$ cat config.mk
export PLATFORM = sky130hd
export DESIGN_NAME = ad_shuffle_sequencer_flat
export DESIGN_NICKNAME = d
export VERILOG_FILES = /design/src/rtl/ad_shuffle_sequencer_if.sv /design/src/rtl/ad_shuffle_sequencer.sv /design/src/flat_wrapper.sv
export SDC_FILE = /design/constraint.sdc
export NUM_CORES = 1
export LEC_CHECK = 0
export CORE_ASPECT_RATIO = 0.5
export CORE_MARGIN = 2
export CORE_UTILIZATION = 56
export CTS_BUF_LIST = sky130_fd_sc_hd__clkbuf_8
export CTS_CLUSTER_DIAMETER = 120
export DETAILED_ROUTE_END_ITERATION = 8
export PLACE_DENSITY = 0.87
export SYNTH_ARGS = -nofsm -noshare
export SYNTH_HDL_FRONTEND = slang
export SYNTH_SLANG_ARGS = --single-unit
$ cat constraint.sdc
create_clock -name clk -period 2.9 [get_ports clk]
set_input_delay 0.29 -clock clk [delete_from_list [all_inputs] [get_ports clk]]
set_output_delay 0.29 -clock clk [all_outputs]
set_load 0.02 [all_outputs]
$ cat src/rtl/ad_shuffle_sequencer_if.sv
// ---------------------------------------------------------------------------
// ad_shuffle_sequencer_if
// Stream bundle for the shuffle sequencer.
//   in_valid/in_ready/in_sof/in_data  : group-per-beat input stream
//   out_valid/out_ready/out_data      : word-index-per-beat output stream
//   out_first/out_last                : first/last beat of an output frame
//   align_err                         : sticky start-of-frame misalignment flag
// Modports:
//   master : the side driving input beats and consuming output beats
//   slave  : the sequencer itself
// ---------------------------------------------------------------------------
interface ad_shuffle_sequencer_if #(
  parameter int unsigned NUM_GROUPS      = 4,
  parameter int unsigned WORDS_PER_GROUP = 4,
  parameter int unsigned WORD_WIDTH      = 16
);
  logic                                  in_valid;
  logic                                  in_ready;
  logic                                  in_sof;
  logic [WORDS_PER_GROUP*WORD_WIDTH-1:0] in_data;
  logic                                  out_valid;
  logic                                  out_ready;
  logic [NUM_GROUPS*WORD_WIDTH-1:0]      out_data;
  logic                                  out_first;
  logic                                  out_last;
  logic                                  align_err;

  modport master (
    output in_valid, in_sof, in_data, out_ready,
    input  in_ready, out_valid, out_data, out_first, out_last, align_err
  );

  modport slave (
    input  in_valid, in_sof, in_data, out_ready,
    output in_ready, out_valid, out_data, out_first, out_last, align_err
  );
endinterface

$ cat src/rtl/ad_shuffle_sequencer.sv
// ---------------------------------------------------------------------------
// ad_shuffle_sequencer
// Streaming perfect shuffle (corner turn) with ping-pong banks. NUM_GROUPS
// input beats (one group of WORDS_PER_GROUP words each) fill a bank; the bank
// is then drained as WORDS_PER_GROUP output beats, beat j carrying word j of
// every group.
// Ports:
//   clk     : rising-edge clock
//   resetn  : asynchronous active-low reset
//   bus     : ad_shuffle_sequencer_if.slave (input/output streams, align_err)
// Build option:
//   AD_SHUFFLE_SEQ_REG_OUT_EN : adds a registered output stage (latency 2 clk)
// ---------------------------------------------------------------------------
module ad_shuffle_sequencer #(
  parameter int unsigned NUM_GROUPS      = 4,
  parameter int unsigned WORDS_PER_GROUP = 4,
  parameter int unsigned WORD_WIDTH      = 16
) (
  input  logic                  clk,
  input  logic                  resetn,
  ad_shuffle_sequencer_if.slave bus
);

  localparam int unsigned GW = (NUM_GROUPS > 1)      ? $clog2(NUM_GROUPS)      : 1;
  localparam int unsigned RW = (WORDS_PER_GROUP > 1) ? $clog2(WORDS_PER_GROUP) : 1;
  localparam logic [GW-1:0] WR_LAST = GW'(NUM_GROUPS - 1);
  localparam logic [RW-1:0] RD_LAST = RW'(WORDS_PER_GROUP - 1);

  typedef enum logic [1:0] {
    BANK_EMPTY,
    BANK_FILLING,
    BANK_FULL,
    BANK_DRAINING
  } bank_st_e;

  bank_st_e        bank_st_q [2];
  bank_st_e        bank_st_d [2];
  logic            wr_bank_q, wr_bank_d;
  logic            rd_bank_q, rd_bank_d;
  logic [GW-1:0]   wr_cnt_q,  wr_cnt_d;
  logic [RW-1:0]   rd_cnt_q,  rd_cnt_d;
  logic            align_err_q, align_err_d;

  logic [WORD_WIDTH-1:0] mem_q [2][NUM_GROUPS][WORDS_PER_GROUP];

  logic [1:0]      full;
  logic            in_ready;
  logic            wr_fire;
  logic            misalign;
  logic [GW-1:0]   wr_grp;
  logic            rd_avail;
  logic            rd_fire;
  logic            rd_first;
  logic            rd_last;
  logic [NUM_GROUPS*WORD_WIDTH-1:0] rd_data;

  // A bank counts as full from its last write until its last read.
  always_comb begin
    for (int unsigned b = 0; b < 2; b++) begin
      full[b] = (bank_st_q[b] == BANK_FULL) || (bank_st_q[b] == BANK_DRAINING);
    end
  end

  assign in_ready = resetn & ~full[wr_bank_q];
  assign wr_fire  = bus.in_valid & in_ready;
  // sof on a non-zero group restarts the current bank at group 0.
  assign misalign = bus.in_sof & (wr_cnt_q != '0);
  assign wr_grp   = misalign ? '0 : wr_cnt_q;

  assign rd_avail = full[rd_bank_q];
  assign rd_first = rd_avail & (rd_cnt_q == '0);
  assign rd_last  = rd_avail & (rd_cnt_q == RD_LAST);

  always_comb begin
    rd_data = '0;
    for (int unsigned i = 0; i < NUM_GROUPS; i++) begin
      rd_data[i*WORD_WIDTH +: WORD_WIDTH] = mem_q[rd_bank_q][i][rd_cnt_q];
    end
  end

  always_comb begin
    bank_st_d   = bank_st_q;
    wr_bank_d   = wr_bank_q;
    wr_cnt_d    = wr_cnt_q;
    rd_bank_d   = rd_bank_q;
    rd_cnt_d    = rd_cnt_q;
    align_err_d = align_err_q;

    // Write and read always target different banks (one requires !full,
    // the other full), so both updates can apply in the same cycle.
    if (wr_fire) begin
      if (misalign) begin
        align_err_d = 1'b1;
      end
      if (wr_grp == WR_LAST) begin
        bank_st_d[wr_bank_q] = BANK_FULL;
        wr_cnt_d             = '0;
        wr_bank_d            = ~wr_bank_q;
      end else begin
        bank_st_d[wr_bank_q] = BANK_FILLING;
        wr_cnt_d             = wr_grp + 1'b1;
      end
    end

    if (rd_fire) begin
      if (rd_cnt_q == RD_LAST) begin
        bank_st_d[rd_bank_q] = BANK_EMPTY;
        rd_cnt_d             = '0;
        rd_bank_d            = ~rd_bank_q;
      end else begin
        bank_st_d[rd_bank_q] = BANK_DRAINING;
        rd_cnt_d             = rd_cnt_q + 1'b1;
      end
    end
  end

  always_ff @(posedge clk or negedge resetn) begin
    if (!resetn) begin
      for (int unsigned b = 0; b < 2; b++) begin
        bank_st_q[b] <= BANK_EMPTY;
      end
      wr_bank_q   <= 1'b0;
      rd_bank_q   <= 1'b0;
      wr_cnt_q    <= '0;
      rd_cnt_q    <= '0;
      align_err_q <= 1'b0;
    end else begin
      bank_st_q   <= bank_st_d;
      wr_bank_q   <= wr_bank_d;
      rd_bank_q   <= rd_bank_d;
      wr_cnt_q    <= wr_cnt_d;
      rd_cnt_q    <= rd_cnt_d;
      align_err_q <= align_err_d;
    end
  end

  // Storage carries no reset; contents are only observed once a bank is full.
  always_ff @(posedge clk) begin
    if (wr_fire) begin
      for (int unsigned k = 0; k < WORDS_PER_GROUP; k++) begin
        mem_q[wr_bank_q][wr_grp][k] <= bus.in_data[k*WORD_WIDTH +: WORD_WIDTH];
      end
    end
  end

  assign bus.in_ready  = in_ready;
  assign bus.align_err = align_err_q;

`ifdef AD_SHUFFLE_SEQ_REG_OUT_EN
  logic                             out_valid_q, out_valid_d;
  logic                             out_first_q, out_first_d;
  logic                             out_last_q,  out_last_d;
  logic [NUM_GROUPS*WORD_WIDTH-1:0] out_data_q,  out_data_d;
  logic                             out_load;

  // The read-side handshake is the load of this stage, so a beat leaves the
  // bank when it enters the register, keeping one beat per clock.
  assign out_load = ~out_valid_q | bus.out_ready;
  assign rd_fire  = rd_avail & out_load;

  always_comb begin
    out_valid_d = out_valid_q;
    out_first_d = out_first_q;
    out_last_d  = out_last_q;
    out_data_d  = out_data_q;
    if (out_load) begin
      out_valid_d = rd_avail;
      out_first_d = rd_first;
      out_last_d  = rd_last;
      out_data_d  = rd_data;
    end
  end

  always_ff @(posedge clk or negedge resetn) begin
    if (!resetn) begin
      out_valid_q <= 1'b0;
      out_first_q <= 1'b0;
      out_last_q  <= 1'b0;
      out_data_q  <= '0;
    end else begin
      out_valid_q <= out_valid_d;
      out_first_q <= out_first_d;
      out_last_q  <= out_last_d;
      out_data_q  <= out_data_d;
    end
  end

  assign bus.out_valid = out_valid_q;
  assign bus.out_first = out_first_q;
  assign bus.out_last  = out_last_q;
  assign bus.out_data  = out_data_q;
`else
  assign rd_fire       = rd_avail & bus.out_ready;
  assign bus.out_valid = rd_avail;
  assign bus.out_first = rd_first;
  assign bus.out_last  = rd_last;
  assign bus.out_data  = rd_data;
`endif

endmodule

$ cat src/flat_wrapper.sv
// flat-port wrapper written by rule: the top's interface ports become plain ports
module ad_shuffle_sequencer_flat 
#(
  parameter int unsigned NUM_GROUPS      = 4,
  parameter int unsigned WORDS_PER_GROUP = 4,
  parameter int unsigned WORD_WIDTH      = 16
)
  (clk, resetn, bus_in_valid, bus_in_sof, bus_in_data, bus_out_ready, bus_in_ready, bus_out_valid, bus_out_data, bus_out_first, bus_out_last, bus_align_err);
  ad_shuffle_sequencer_if #(.NUM_GROUPS(NUM_GROUPS), .WORDS_PER_GROUP(WORDS_PER_GROUP), .WORD_WIDTH(WORD_WIDTH)) bus_i ();
  input  logic clk;
  input  logic resetn;
  input wire logic [$bits(bus_i.in_valid)-1:0] bus_in_valid;
  input wire logic [$bits(bus_i.in_sof)-1:0] bus_in_sof;
  input wire logic [$bits(bus_i.in_data)-1:0] bus_in_data;
  input wire logic [$bits(bus_i.out_ready)-1:0] bus_out_ready;
  output wire logic [$bits(bus_i.in_ready)-1:0] bus_in_ready;
  output wire logic [$bits(bus_i.out_valid)-1:0] bus_out_valid;
  output wire logic [$bits(bus_i.out_data)-1:0] bus_out_data;
  output wire logic [$bits(bus_i.out_first)-1:0] bus_out_first;
  output wire logic [$bits(bus_i.out_last)-1:0] bus_out_last;
  output wire logic [$bits(bus_i.align_err)-1:0] bus_align_err;
  assign bus_i.in_valid = bus_in_valid;
  assign bus_i.in_sof = bus_in_sof;
  assign bus_i.in_data = bus_in_data;
  assign bus_i.out_ready = bus_out_ready;
  assign bus_in_ready = bus_i.in_ready;
  assign bus_out_valid = bus_i.out_valid;
  assign bus_out_data = bus_i.out_data;
  assign bus_out_first = bus_i.out_first;
  assign bus_out_last = bus_i.out_last;
  assign bus_align_err = bus_i.align_err;
  ad_shuffle_sequencer #(.NUM_GROUPS(NUM_GROUPS), .WORDS_PER_GROUP(WORDS_PER_GROUP), .WORD_WIDTH(WORD_WIDTH)) u_core (.clk(clk), .resetn(resetn), .bus(bus_i));
endmodule
==> flow_summary_export.csv <==
group,metric,value,unit
run_status,status,"complete, no violations",
drt,post-route-drc-count,0,
worst_setup_path,worstPathRequired,2.61,ns
cts,clkSinkCount,521,
sta,timing.fmax,346,MHz
floorplan,die_h,145,um
synth,synth_top_area_share,69.4,%
drt,ant_nets,0,
place,port_buffers,137,
place,dpl_worst_slack,0.353,ns
cts,cts.path.max_buffers,3,
drt,avgViaCountPerCell,6.03,
cts,insertion_delay,0.64,ns
sta,max_slew_margin,50.8,%
cells_and_area,layout_commonest_cell,"edfxtp_1",
job,max-cap-violations,0,
synth,synth_area,22200,um^2
drt,drt-initial-drc-count,1093,
synth,ys_seq_area_share,70.4,%
cells_and_area,fin_util,66.3,%
grt,grt_pass1_vias,12800,
sta,drv_slew,0,
grt,grt_pass1_wl,72300,um
sta,skew,0.0278,ns
cells_and_area,syn2layout_area_growth,16.6,%
floorplan,rows,51,
cts,cts_buffers,73,
place,postPlaceCellArea,24400,um^2
pwr,ir_drop,0.000483,V
cells_and_area,drive_gt1_share,31.3,%
cells_and_area,final_cell_mix,"512 x edfxtp_1, 193 x nand2_1, 128 x mux4_2, 128 x mux2_2, 76 x clkbuf_8",
sta,setup_viol,0,
synth,synth_nets,1239,
pwr,powerDensity,864,nW/um^2
worst_setup_path,arrival,2.60,ns
floorplan,placeableCoreArea,39000,um^2
sta,min_period,2.89,ns
synth,yosysTopAreaCell,"edfxtp_1",
grt,grt_max_degree,65,
sta,finalHoldViolCount,0,
worst_setup_path,start_kind,"flip-flop",
synth,synth.distinct_cells,28,
drt,wl,48900,um
synth,synth_area_leaders,"edfxtp_1 69%, mux4_2 13%, mux2_2 6.5%, mux2_1 3.5%, nand2_1 3.3%",
pwr,power_leakage,8.93,nW
synth,netlist_instances,1163,
place,dp.cells,1789,
cts,cts_tree,"built",
cells_and_area,fin_cells,1942,
synth,yosysWarnings,0,
floorplan,dieArea,41300,um^2
cts,cts_max_level,3,
cells_and_area,final_area,25800,um^2
cells_and_area,final-seq-area,15600,um^2
grt,overflow,0,
synth,syn_avg_cell_area,19.1,um^2
drt,wire_per_inst,25.2,um
cts,path_clk_slew,0.07,ns
synth,ys_ff_latch,521,
cells_and_area,final_nets,1438,
worst_setup_path,critPathKind,"reg2out",
sta,worst_pin_slew,0.735,ns
place,detailed_place_hpwl,26400,um
floorplan,ios,138,
place,place_congestion,0.757,
grt,track_usage,23.4,%
worst_setup_path,critPathCaptureType,"primary output",
worst_setup_path,worstPathMaxFanout,7,
floorplan,start_util,56.9,%
cells_and_area,multi_input_area,6150,um^2
grt,antenna_found_initial,4,
drt,route.vias.total,11700,
drt,drt_first_pass_iters,5,
cells_and_area,fillers,2266,
sta,fin_crit_sh,99.6,%
floorplan,die_x,285,um
sta,postLayoutSetupSlackWorst,0.0114,ns
hold_path,hold_class,"in2async",
cts,clockRootBuffer,"clkbuf_8",
==> critical path: stages, from the launching register on <==
cell and delay, ns:
dfrtp_4 0.55, buf_6 0.17, clkbuf_16 0.16, buf_4 0.13, mux4_2 0.42, nand2_1 0.10
nand2_1 0.10, clkdlybuf4s15_1 0.30
==> where the power goes <==
group | leakage (nW) | total [mW] | switching [mW] | internal [mW]
registers | 4.72 | 9.04 | 0.228 | 8.82
clock network | 0.718 | 5.08 | 2.66 | 2.41
logic | 3.49 | 8.20 | 4.39 | 3.81
==> area by class of cell <==
| cell class | instances | share of cell area [%] |
|---|---|---|
| repair buffers | 204 | 8.36 |
| multi-input cells | 558 | 23.8 |
| diodes | 4 | 0.0387 |
| flip-flops and latches | 521 | 60.4 |
| clock buffers | 76 | 4.05 |
| inverters | 4 | 0.0581 |
| clock inverters | 45 | 0.722 |
| well taps | 530 | 2.57 |
==> path summary, 6_finish.rpt <==
path,cells after the start,slack (ns),endpoint,start
worst max-delay path,7,0.01,bus_out_data[18],u_core.rd_bank_q$_DFFE_PN0P_
worst min register to register,1,0.50,u_core.bus.align_err$_DFFE_PN0P_,u_core.bus.align_err$_DFFE_PN0P_
min in group clk,3,0.30,u_core.bus.align_err$_DFFE_PN0P_,bus_in_sof
worst min-delay path,1,0.01,u_core.bank_st_q[3]$_DFF_PN0_,resetn
max in group asynchronous,2,2.41,u_core.bus.align_err$_DFFE_PN0P_,resetn
worst max register to register,6,0.84,u_core.mem_q[1][14]$_DFFE_PP_,u_core.wr_cnt_q[0]$_DFFE_PN0N_
==> cells by family after synthesis <==
logic type / Yosys count / synth area share, %
flip-flops: 521 / 70.4
multiplexers: 326 / 23.1
AND/OR/NAND/NOR: 216 / 3.95
buffers and inverters: 84 / 1.94
AO/OA/AOI/OAI: 9 / 0.237
adder cells (fa/ha/maj): 7 / 0.395
==> state kept, by name, summed over array words and instances, names as in the netlist <==
name,flops
u_core.mem_q,512
u_core.rd_cnt_q,2
u_core.bank_st_q,2
u_core.bus.align_err,1
u_core.wr_bank_q,1
u_core.rd_bank_q,1
u_core.wr_cnt_q,2
==> routing by layer <==
| layer | up-vias | global-route usage [%] | share of wire [%] |
|---|---|---|---|
| met5 | - | 0 | 0 |
| met3 | 98 | 4.73 | 6.6 |
| li1 | 5011 | - | - |
| met4 | 0 | 12.0 | 3.3 |
| met1 | 6051 | 27.6 | 37 |
| met2 | 541 | 41.7 | 53 |
==> stage by stage <==
stage	total power, mW	hold WS [ns]	TNS (ns)
3_3_place_gp	17.2	0.461	0
6_report	22.3	0.0111	0
3_5_place_dp	17.5	0.489	0
5_1_grt	23.2	0.0150	-0.0327
2_1_floorplan	14.2	-0.00559	0
4_1_cts	22.3	0.255	-0.205
==> what timing repair did <==
item	4_1_cts	5_1_grt
hold endpoints to repair	6	0
setup endpoints to repair	64	27
gates cloned	1	1
resized for setup	80	34
hold buffers	1	0
buffers inserted	17	9
==> synthesized netlist by cell type (all sizes together) <==
cell type,instances
a21o,1
a21oi,4
a31oi,2
and2,11
and3,1
and4b,1
and4bb,1
buf,46
clkbuf,34
dfrtp,9
edfxtp,512
ha,7
inv,4
mux2,197
mux2i,1
mux4,128
nand2,193
nand2b,2
nand3,1
nand4,4
nor2,1
nor2b,1
o21ai,1
o21bai,1
No activity file was read; power rests on OpenSTA's default activity.
